<file path="src/rtl/risc_pkg.sv">
// Shared definitions for the 32-bit, 12-bit-address RISC core: word sizes,
// opcode encodings and the opcode field position.
`timescale 1ns/1ps
package risc_pkg;

  localparam int WIDTH    = 32;
  localparam int ADDRSIZE = 12;

  localparam int OP_MSB = 31;
  localparam int OP_LSB = 28;

  typedef enum logic [3:0] {
    OP_NOP = 4'h0,
    OP_BRA = 4'h1,
    OP_LD  = 4'h2,
    OP_STR = 4'h3,
    OP_ADD = 4'h4,
    OP_MUL = 4'h5,
    OP_CMP = 4'h6,
    OP_SHF = 4'h7,
    OP_ROT = 4'h8,
    OP_HLT = 4'h9,
    OP_XOR = 4'hA,
    OP_AND = 4'hB
  } opcode_t;

  function automatic logic is_hlt(input logic [WIDTH-1:0] word);
    return (word[OP_MSB:OP_LSB] == OP_HLT);
  endfunction

endpackage

</file>
<file path="src/rtl/instr_fetch_unit_if.sv">
// Fetch-unit bus bundle: memory read port, {ir, pc} output stream, branch
// redirect and halt status.
`timescale 1ns/1ps
interface instr_fetch_unit_if #(
  parameter int WIDTH    = risc_pkg::WIDTH,
  parameter int ADDRSIZE = risc_pkg::ADDRSIZE
);

  // Handshakes: a transfer happens in a cycle where both sides of the pair
  // are high at the rising edge (mem_req & mem_gnt, out_valid & out_ready);
  // the offering side holds its payload stable until then. mem_rvalid and
  // redirect_valid are single-cycle strobes with no back-pressure.
  logic                mem_req;
  logic [ADDRSIZE-1:0] mem_addr;
  logic                mem_gnt;
  logic                mem_rvalid;
  logic [WIDTH-1:0]    mem_rdata;
  logic                out_valid;
  logic                out_ready;
  logic [WIDTH-1:0]    out_ir;
  logic [ADDRSIZE-1:0] out_pc;
  logic                redirect_valid;
  logic [ADDRSIZE-1:0] redirect_pc;
  logic                halted;

  modport master (
    output mem_req, mem_addr, out_valid, out_ir, out_pc, halted,
    input  mem_gnt, mem_rvalid, mem_rdata, out_ready, redirect_valid, redirect_pc
  );

  modport slave (
    input  mem_req, mem_addr, out_valid, out_ir, out_pc, halted,
    output mem_gnt, mem_rvalid, mem_rdata, out_ready, redirect_valid, redirect_pc
  );

endinterface

</file>
<file path="src/rtl/fetch_fifo.sv">
// Synchronous prefetch FIFO holding {pc, ir} pairs; clear empties it in one
// cycle. Storage is read combinationally at the head.
`timescale 1ns/1ps
module fetch_fifo #(
  parameter int W     = 44,
  parameter int DEPTH = 4
) (
  input  logic                       clk,
  input  logic                       reset,
  input  logic                       push,
  input  logic                       pop,
  input  logic                       clear,
  input  logic [W-1:0]               din,
  output logic [W-1:0]               dout,
  output logic                       full,
  output logic                       empty,
  output logic [$clog2(DEPTH):0]     count
);

  localparam int AW = $clog2(DEPTH);

  logic [W-1:0]  store [DEPTH];
  logic [AW-1:0] wr_ptr;
  logic [AW-1:0] rd_ptr;
  logic          do_push;
  logic          do_pop;

  assign full    = (count == (AW+1)'(DEPTH));
  assign empty   = (count == '0);
  assign do_push = push && (!full || pop);
  assign do_pop  = pop && !empty;
  assign dout    = store[rd_ptr];

  always_ff @(posedge clk) begin
    if (reset || clear) begin
      wr_ptr <= '0;
      rd_ptr <= '0;
      count  <= '0;
    end else begin
      if (do_push) wr_ptr <= wr_ptr + AW'(1);
      if (do_pop)  rd_ptr <= rd_ptr + AW'(1);
      count <= count + (AW+1)'(do_push) - (AW+1)'(do_pop);
    end
  end

  always_ff @(posedge clk) begin
    if (do_push && !clear) store[wr_ptr] <= din;
  end

endmodule

</file>
<file path="src/rtl/instr_fetch_unit.sv">
// Instruction-fetch front end: issues word reads, tracks in-flight requests,
// buffers {pc, ir} in a prefetch FIFO, and handles redirects and HLT.
`timescale 1ns/1ps
module instr_fetch_unit #(
  parameter int                           WIDTH    = risc_pkg::WIDTH,
  parameter int                           ADDRSIZE = risc_pkg::ADDRSIZE,
  parameter int                           DEPTH    = 4,
  parameter logic [risc_pkg::ADDRSIZE-1:0] RESET_PC = '0
) (
  input  logic                   clk,
  input  logic                   reset,
  instr_fetch_unit_if.master     bus
);
  import risc_pkg::*;

  localparam int CW = $clog2(DEPTH) + 1;

  logic [ADDRSIZE-1:0]       fetch_pc;
  logic [ADDRSIZE-1:0]       resp_pc;
  logic [CW-1:0]             outstanding;
  logic [CW-1:0]             discard_cnt;
  logic                      halt_seen;
  logic [CW-1:0]             fifo_count;
  logic [CW:0]               in_use;
  logic                      fifo_full;
  logic                      fifo_empty;
  logic                      issue;
  logic                      rsp;
  logic                      keep;
  logic                      keep_hlt;
  logic                      pop;
  logic [ADDRSIZE+WIDTH-1:0] fifo_din;
  logic [ADDRSIZE+WIDTH-1:0] fifo_dout;

  // Entries plus in-flight requests never exceed DEPTH, so a response always
  // has a FIFO slot waiting for it.
  assign in_use       = {1'b0, fifo_count} + {1'b0, outstanding};
  assign bus.mem_req  = !reset && !bus.redirect_valid && !halt_seen &&
                        (in_use < (CW+1)'(DEPTH));
  assign bus.mem_addr = fetch_pc;
  assign issue        = bus.mem_req && bus.mem_gnt;

  // A response with nothing outstanding is a protocol error and is ignored.
  assign rsp      = bus.mem_rvalid && (outstanding != '0);
  assign keep     = rsp && !bus.redirect_valid && (discard_cnt == '0);
  assign keep_hlt = keep && is_hlt(bus.mem_rdata);
  assign fifo_din = {resp_pc, bus.mem_rdata};

  assign bus.out_valid        = !fifo_empty;
  assign pop                  = bus.out_valid && bus.out_ready;
  assign {bus.out_pc, bus.out_ir} = fifo_dout;
  assign bus.halted           = halt_seen && fifo_empty && (outstanding == '0);

  fetch_fifo #(.W(ADDRSIZE + WIDTH), .DEPTH(DEPTH)) u_fifo (
    .clk   (clk),
    .reset (reset),
    .push  (keep),
    .pop   (pop),
    .clear (bus.redirect_valid),
    .din   (fifo_din),
    .dout  (fifo_dout),
    .full  (fifo_full),
    .empty (fifo_empty),
    .count (fifo_count)
  );

  always_ff @(posedge clk) begin
    if (reset) begin
      fetch_pc    <= RESET_PC;
      resp_pc     <= RESET_PC;
      outstanding <= '0;
      discard_cnt <= '0;
      halt_seen   <= 1'b0;
    end else begin
      outstanding <= outstanding + CW'(issue) - CW'(rsp);
      if (bus.redirect_valid) begin
        fetch_pc    <= bus.redirect_pc;
        resp_pc     <= bus.redirect_pc;
        discard_cnt <= outstanding - CW'(rsp);
        halt_seen   <= 1'b0;
      end else begin
        if (issue) fetch_pc <= fetch_pc + ADDRSIZE'(1);
        if (keep)  resp_pc  <= resp_pc + ADDRSIZE'(1);
        // After HLT, drop every word still in flight, including one issued
        // in the same cycle the HLT arrives.
        if (keep_hlt) begin
          halt_seen   <= 1'b1;
          discard_cnt <= outstanding + CW'(issue) - CW'(1);
        end else if (rsp && (discard_cnt != '0)) begin
          discard_cnt <= discard_cnt - CW'(1);
        end
      end
    end
  end

  // Full is implied by the throttle; kept for observability.
  logic unused_full;
  assign unused_full = fifo_full;

endmodule

</file>
<file path="src/flat_wrapper.sv">
// flat-port wrapper written by rule: the top's interface ports become plain ports
module instr_fetch_unit_flat import risc_pkg::*;
#(
  parameter int                           WIDTH    = risc_pkg::WIDTH,
  parameter int                           ADDRSIZE = risc_pkg::ADDRSIZE,
  parameter int                           DEPTH    = 4,
  parameter logic [risc_pkg::ADDRSIZE-1:0] RESET_PC = '0
)
  (clk, reset, bus_mem_req, bus_mem_addr, bus_out_valid, bus_out_ir, bus_out_pc, bus_halted, bus_mem_gnt, bus_mem_rvalid, bus_mem_rdata, bus_out_ready, bus_redirect_valid, bus_redirect_pc);
  instr_fetch_unit_if #(.WIDTH(WIDTH), .ADDRSIZE(ADDRSIZE)) bus_i ();
  input  logic clk;
  input  logic reset;
  output wire logic [$bits(bus_i.mem_req)-1:0] bus_mem_req;
  output wire logic [$bits(bus_i.mem_addr)-1:0] bus_mem_addr;
  output wire logic [$bits(bus_i.out_valid)-1:0] bus_out_valid;
  output wire logic [$bits(bus_i.out_ir)-1:0] bus_out_ir;
  output wire logic [$bits(bus_i.out_pc)-1:0] bus_out_pc;
  output wire logic [$bits(bus_i.halted)-1:0] bus_halted;
  input wire logic [$bits(bus_i.mem_gnt)-1:0] bus_mem_gnt;
  input wire logic [$bits(bus_i.mem_rvalid)-1:0] bus_mem_rvalid;
  input wire logic [$bits(bus_i.mem_rdata)-1:0] bus_mem_rdata;
  input wire logic [$bits(bus_i.out_ready)-1:0] bus_out_ready;
  input wire logic [$bits(bus_i.redirect_valid)-1:0] bus_redirect_valid;
  input wire logic [$bits(bus_i.redirect_pc)-1:0] bus_redirect_pc;
  assign bus_mem_req = bus_i.mem_req;
  assign bus_mem_addr = bus_i.mem_addr;
  assign bus_out_valid = bus_i.out_valid;
  assign bus_out_ir = bus_i.out_ir;
  assign bus_out_pc = bus_i.out_pc;
  assign bus_halted = bus_i.halted;
  assign bus_i.mem_gnt = bus_mem_gnt;
  assign bus_i.mem_rvalid = bus_mem_rvalid;
  assign bus_i.mem_rdata = bus_mem_rdata;
  assign bus_i.out_ready = bus_out_ready;
  assign bus_i.redirect_valid = bus_redirect_valid;
  assign bus_i.redirect_pc = bus_redirect_pc;
  instr_fetch_unit #(.WIDTH(WIDTH), .ADDRSIZE(ADDRSIZE), .DEPTH(DEPTH), .RESET_PC(RESET_PC)) u_core (.clk(clk), .reset(reset), .bus(bus_i));
endmodule
</file>
<file path="config.mk">
export PLATFORM = sky130hd
export DESIGN_NAME = instr_fetch_unit_flat
export DESIGN_NICKNAME = d
export VERILOG_FILES = /design/src/rtl/risc_pkg.sv /design/src/rtl/instr_fetch_unit_if.sv /design/src/rtl/fetch_fifo.sv /design/src/rtl/instr_fetch_unit.sv /design/src/flat_wrapper.sv
export SDC_FILE = /design/constraint.sdc
export NUM_CORES = 1
export LEC_CHECK = 0
export CORE_MARGIN = 5
export CORE_UTILIZATION = 40
export CTS_BUF_LIST = sky130_fd_sc_hd__clkbuf_2 sky130_fd_sc_hd__clkbuf_4 sky130_fd_sc_hd__clkbuf_8
export CTS_CLUSTER_DIAMETER = 150
export DETAILED_ROUTE_END_ITERATION = 10
export HOLD_SLACK_MARGIN = 0.05
export SYNTH_ARGS = -nofsm -noshare
export SYNTH_HDL_FRONTEND = slang
export SYNTH_SLANG_ARGS = --single-unit
</file>
<file path="constraint.sdc">
create_clock -name clk -period 7.1 [get_ports clk]
set_clock_uncertainty 0.2 [all_clocks]
set_input_delay 1.42 -clock clk [delete_from_list [all_inputs] [get_ports clk]]
set_output_delay 1.42 -clock clk [all_outputs]
set_load 0.05 [all_outputs]
</file>
==> impl_metrics.ini <==
[run_status]
outcome = finished, final reports clean

[synthesis]
synth_common_cells = edfxtp_1 (176), mux4_2 (44), dfxtp_1 (40), inv_1 (24), nor2_1 (20)
synth_top_cell_by_area = edfxtp_1
number_of_distinct_library_cell_variants_in_the_gate_level_netlist_after_synthesis = 53
muxShareOfSynthArea_pct = 11.8
synth_edf_count = 176
synth_compound_area_share_pct = 5.11
seq_area_frac_synth_pct = 70.2
synth_largest_type_area_fraction_pct = 60.9
mappedNetlistArea_um2 = 8670
synth_warnings = 0
simple_gate_share_of_the_synthesized_area_pct = 6.25
post_synth_inst_count = 504
syn_avg_cell_area_um2 = 17.2
mappedNetlistNets = 572
largest_family_of_logic_cells_by_synthesized_area = multiplexers
synth.top_cells.by_area = edfxtp_1 (61%), mux4_2 (11%), dfxtp_1 (9.2%), ha_1 (2.5%), xnor2_1 (1.2%)
synth-main-ff-cell = edfxtp_1
synth_xor_area_share_pct = 1.82
synth-adder-area-share_pct = 2.68
ys_async_sr_fraction_pct = 0
synth-seq-cells = 216
synth_most_common_cell = edfxtp_1

[sta]
maximum_frequency_from_static_timing_analysis_mhz = 197
maxSlewViolCount = 0
rsz0062_at_grt = no
timing_hold_violations_final = 0
fin_setup_tns_ps = 0
final_cycle_utilization_of_the_critical_path_pct = 71.4
max_slew_headroom_pct = 39.0
max_slew.worst_pin.slew_ps = 914
final_setup_viols = 0
period_needed_ps = 5070

[flow_run]
max_cap_violations = 0

[power_and_ir_drop]
fin_total_pwr_mw = 2.88
switchingPower_mw = 0.750
ir_drop_mv = 0.121
internal_power_mw = 2.13
cellLeakagePower_nw = 3.51
clockPowerShare_pct = 34.6
portion_of_total_power_attributed_to_combinational_logic_pct = 14.4
power_per_cell_area_nw_per_um2 = 269
switching_share_pct = 26.0
seqPwrFrac_pct = 50.9

[min_path]
timing.hold.worst_path_depth = 2
hp-class = reg -> reg
hold_wc_startpoint = u_core.u_fifo.rd_ptr[1]$_SDFFE_PP0P_

[setup_path]
worstSetupStartpointType = input port
worst-r2r-setup-slack_ps = 4060
crit_path_category = in -> out
worstSetupStartpoint = reset
worstReg2RegStart = u_core.discard_cnt[0]$_SDFFE_PP0P_
crit_slowest_cell = clkdlybuf4s50_1
worst_stage_delay_on_the_critical_path_ps = 820
critical_path.most_common_cell = clkdlybuf4s50_1
worst_r2r_path_depth = 4
cp_data_required_time_ps = 5480
crit_arrival_ps = 3450
timing.critical_path.to_type = output pin
worst-path-max-fanout = 27
critical_path_cell_sequence = clkdlybuf4s50_1 -> buf_4 -> a311o_2 -> nor2_1 -> clkdlybuf4s50_1

[layout]
design.final.nets = 703
ant_cells = 0
layout-drive-gt1-share_pct = 17.5
layout.core_utilization_pct = 50.5
flow.area_growth_from_synthesis_pct = 23.5
post-route-cell-area_um2 = 10700
finalNonFillerCells = 931

[drt]
initialDrtViolationCount = 323
detail-route-antenna-nets = 0
drt-vias-per-instance = 5.25
residual_drc = 0
wirelength_um = 17400
vias = 4885
drt_pre_antenna_iters = 4
post_drt_wl_per_cell_um = 18.7

[global_route]
maximum_number_of_pins_on_one_net_before_global_route_repair = 45
grt_util_all_layers_pct = 14.0
first_global_vias = 5104
grt_antenna_before_repair = 0
grt-ovfl-total = 0
grt_first_pass_wirelength_um = 27100

[floorplan]
die_h_um = 157
core_area_um2 = 21200
dieWidth_um = 157
starting_density_of_the_core_pct = 40.9
die-area_um2 = 24700
boundaryPins = 109
core.rowCount = 53

[clock_network]
cts_num_sinks = 216
ctsHoldBuffers = 0
later_pin_clock_latency_in_the_skew_report_ps = 500
cts_made_buffers = 36
cts_tree = done
cts_resized = 0
path_clk_slew_ps = 50
clk_path_buf_depth = 3
cts.htree.levels = 2
post-cts-setup-buffer-count = 0
ctsRootBufferMaster = clkbuf_8

[place]
postPlaceCellArea_um2 = 10100
placed_cells = 872
port-buffer-count = 108
hpwl_um = 11100
globalplace.congestion = 0.833
## area by class of cell
cell class / instances / area (um^2)
Clock buffer: 46 / 596
Clock inverter: 13 / 61.3
Fill cell: 1757 / 10500
Inverter: 24 / 90.1
Multi-Input combinational cell: 242 / 2400
Sequential cell: 216 / 6090
Tap cell: 275 / 344
Timing Repair Buffer: 115 / 1130
## per-stage QoR
step	worst slack, ps	hold slack, ps
2_1_floorplan	2840	268
3_3_place_gp	2040	305
3_5_place_dp	2040	322
4_1_cts	2030	340
5_1_grt	1960	360
6_report	2030	344
## worst max-delay path: cells and delay by family
| family | cells | cell delay [ps] |
|---|---|---|
| and+or+nand+nor | 1 | 150 |
| AOI/OAI and AO/OA | 1 | 440 |
| buffers and inverters | 3 | 1430 |
## kinds of logic after synthesis
kind of cell    after synthesis
xor+xnor                     18
flops                       216
simple gates                 99
fa+ha+maj                    18
buf+inv                      46
mux                          47
compound gates               60
## cells in the final DEF, fill, tap and decap left out, types with 4 or more instances in the layout
master | synthesis | final
o211ai_1 | 4 | 4
inv_1 | 24 | 24
a21o_1 | 4 | 4
nand2_1 | 16 | 16
xor2_1 | 6 | 6
a21oi_1 | 11 | 11
ha_1 | 17 | 17
nand4_1 | 6 | 6
or4_1 | 5 | 5
and2_2 | 0 | 4
clkdlybuf4s50_1 | 0 | 108
nor3_1 | 7 | 7
nand3_1 | 10 | 10
clkinv_1 | 0 | 9
a21boi_0 | 12 | 12
clkbuf_8 | 0 | 40
dfxtp_1 | 40 | 38
mux4_2 | 44 | 44
edfxtp_1 | 176 | 176
xnor2_1 | 12 | 12
nor4_1 | 7 | 7
buf_4 | 2 | 7
a31oi_1 | 7 | 7
clkbuf_4 | 0 | 6
nor2_1 | 20 | 20
or3_1 | 4 | 4
## layer usage
| layer | global-route usage (%) | share of wire [%] |
|---|---|---|
| met1 | 19.0 | 46 |
| met2 | 22.1 | 46 |
| met3 | 4.12 | 6.8 |
| met4 | 4.22 | 1.8 |
| met5 | 0 | 0 |
## state kept, by name, summed over array words and instances, names as in the netlist, named ones only
name / cells
u_core.u_fifo.store: 176
u_core.u_fifo.wr_ptr: 2
u_core.resp_pc: 12
u_core.u_fifo.count: 3
u_core.bus.mem_addr: 12
u_core.u_fifo.rd_ptr: 2
u_core.discard_cnt: 3
u_core.outstanding: 3
u_core.halt_seen: 1
## final timing paths
check                                                             to
worst max-delay path                                     bus_mem_req
worst min-delay path                                        register
worst max register to register  u_core.u_fifo.store[3][19]$_DFFE_PP_
worst min register to register                              register
## power groups by stage
| stage | registers, mW | clock network (mW) | logic (mW) |
|---|---|---|---|
| 3_5_place_dp | 1.49 | 0 | 0.420 |
| 4_1_cts | 1.47 | 1.03 | 0.423 |
| 6_report | 1.47 | 0.999 | 0.416 |
| 2_1_floorplan | 1.49 | 0 | 0.265 |
| 5_1_grt | 1.47 | 1.09 | 0.449 |
| 3_3_place_gp | 1.49 | 0 | 0.414 |
Power figures use the tool's default switching activity.
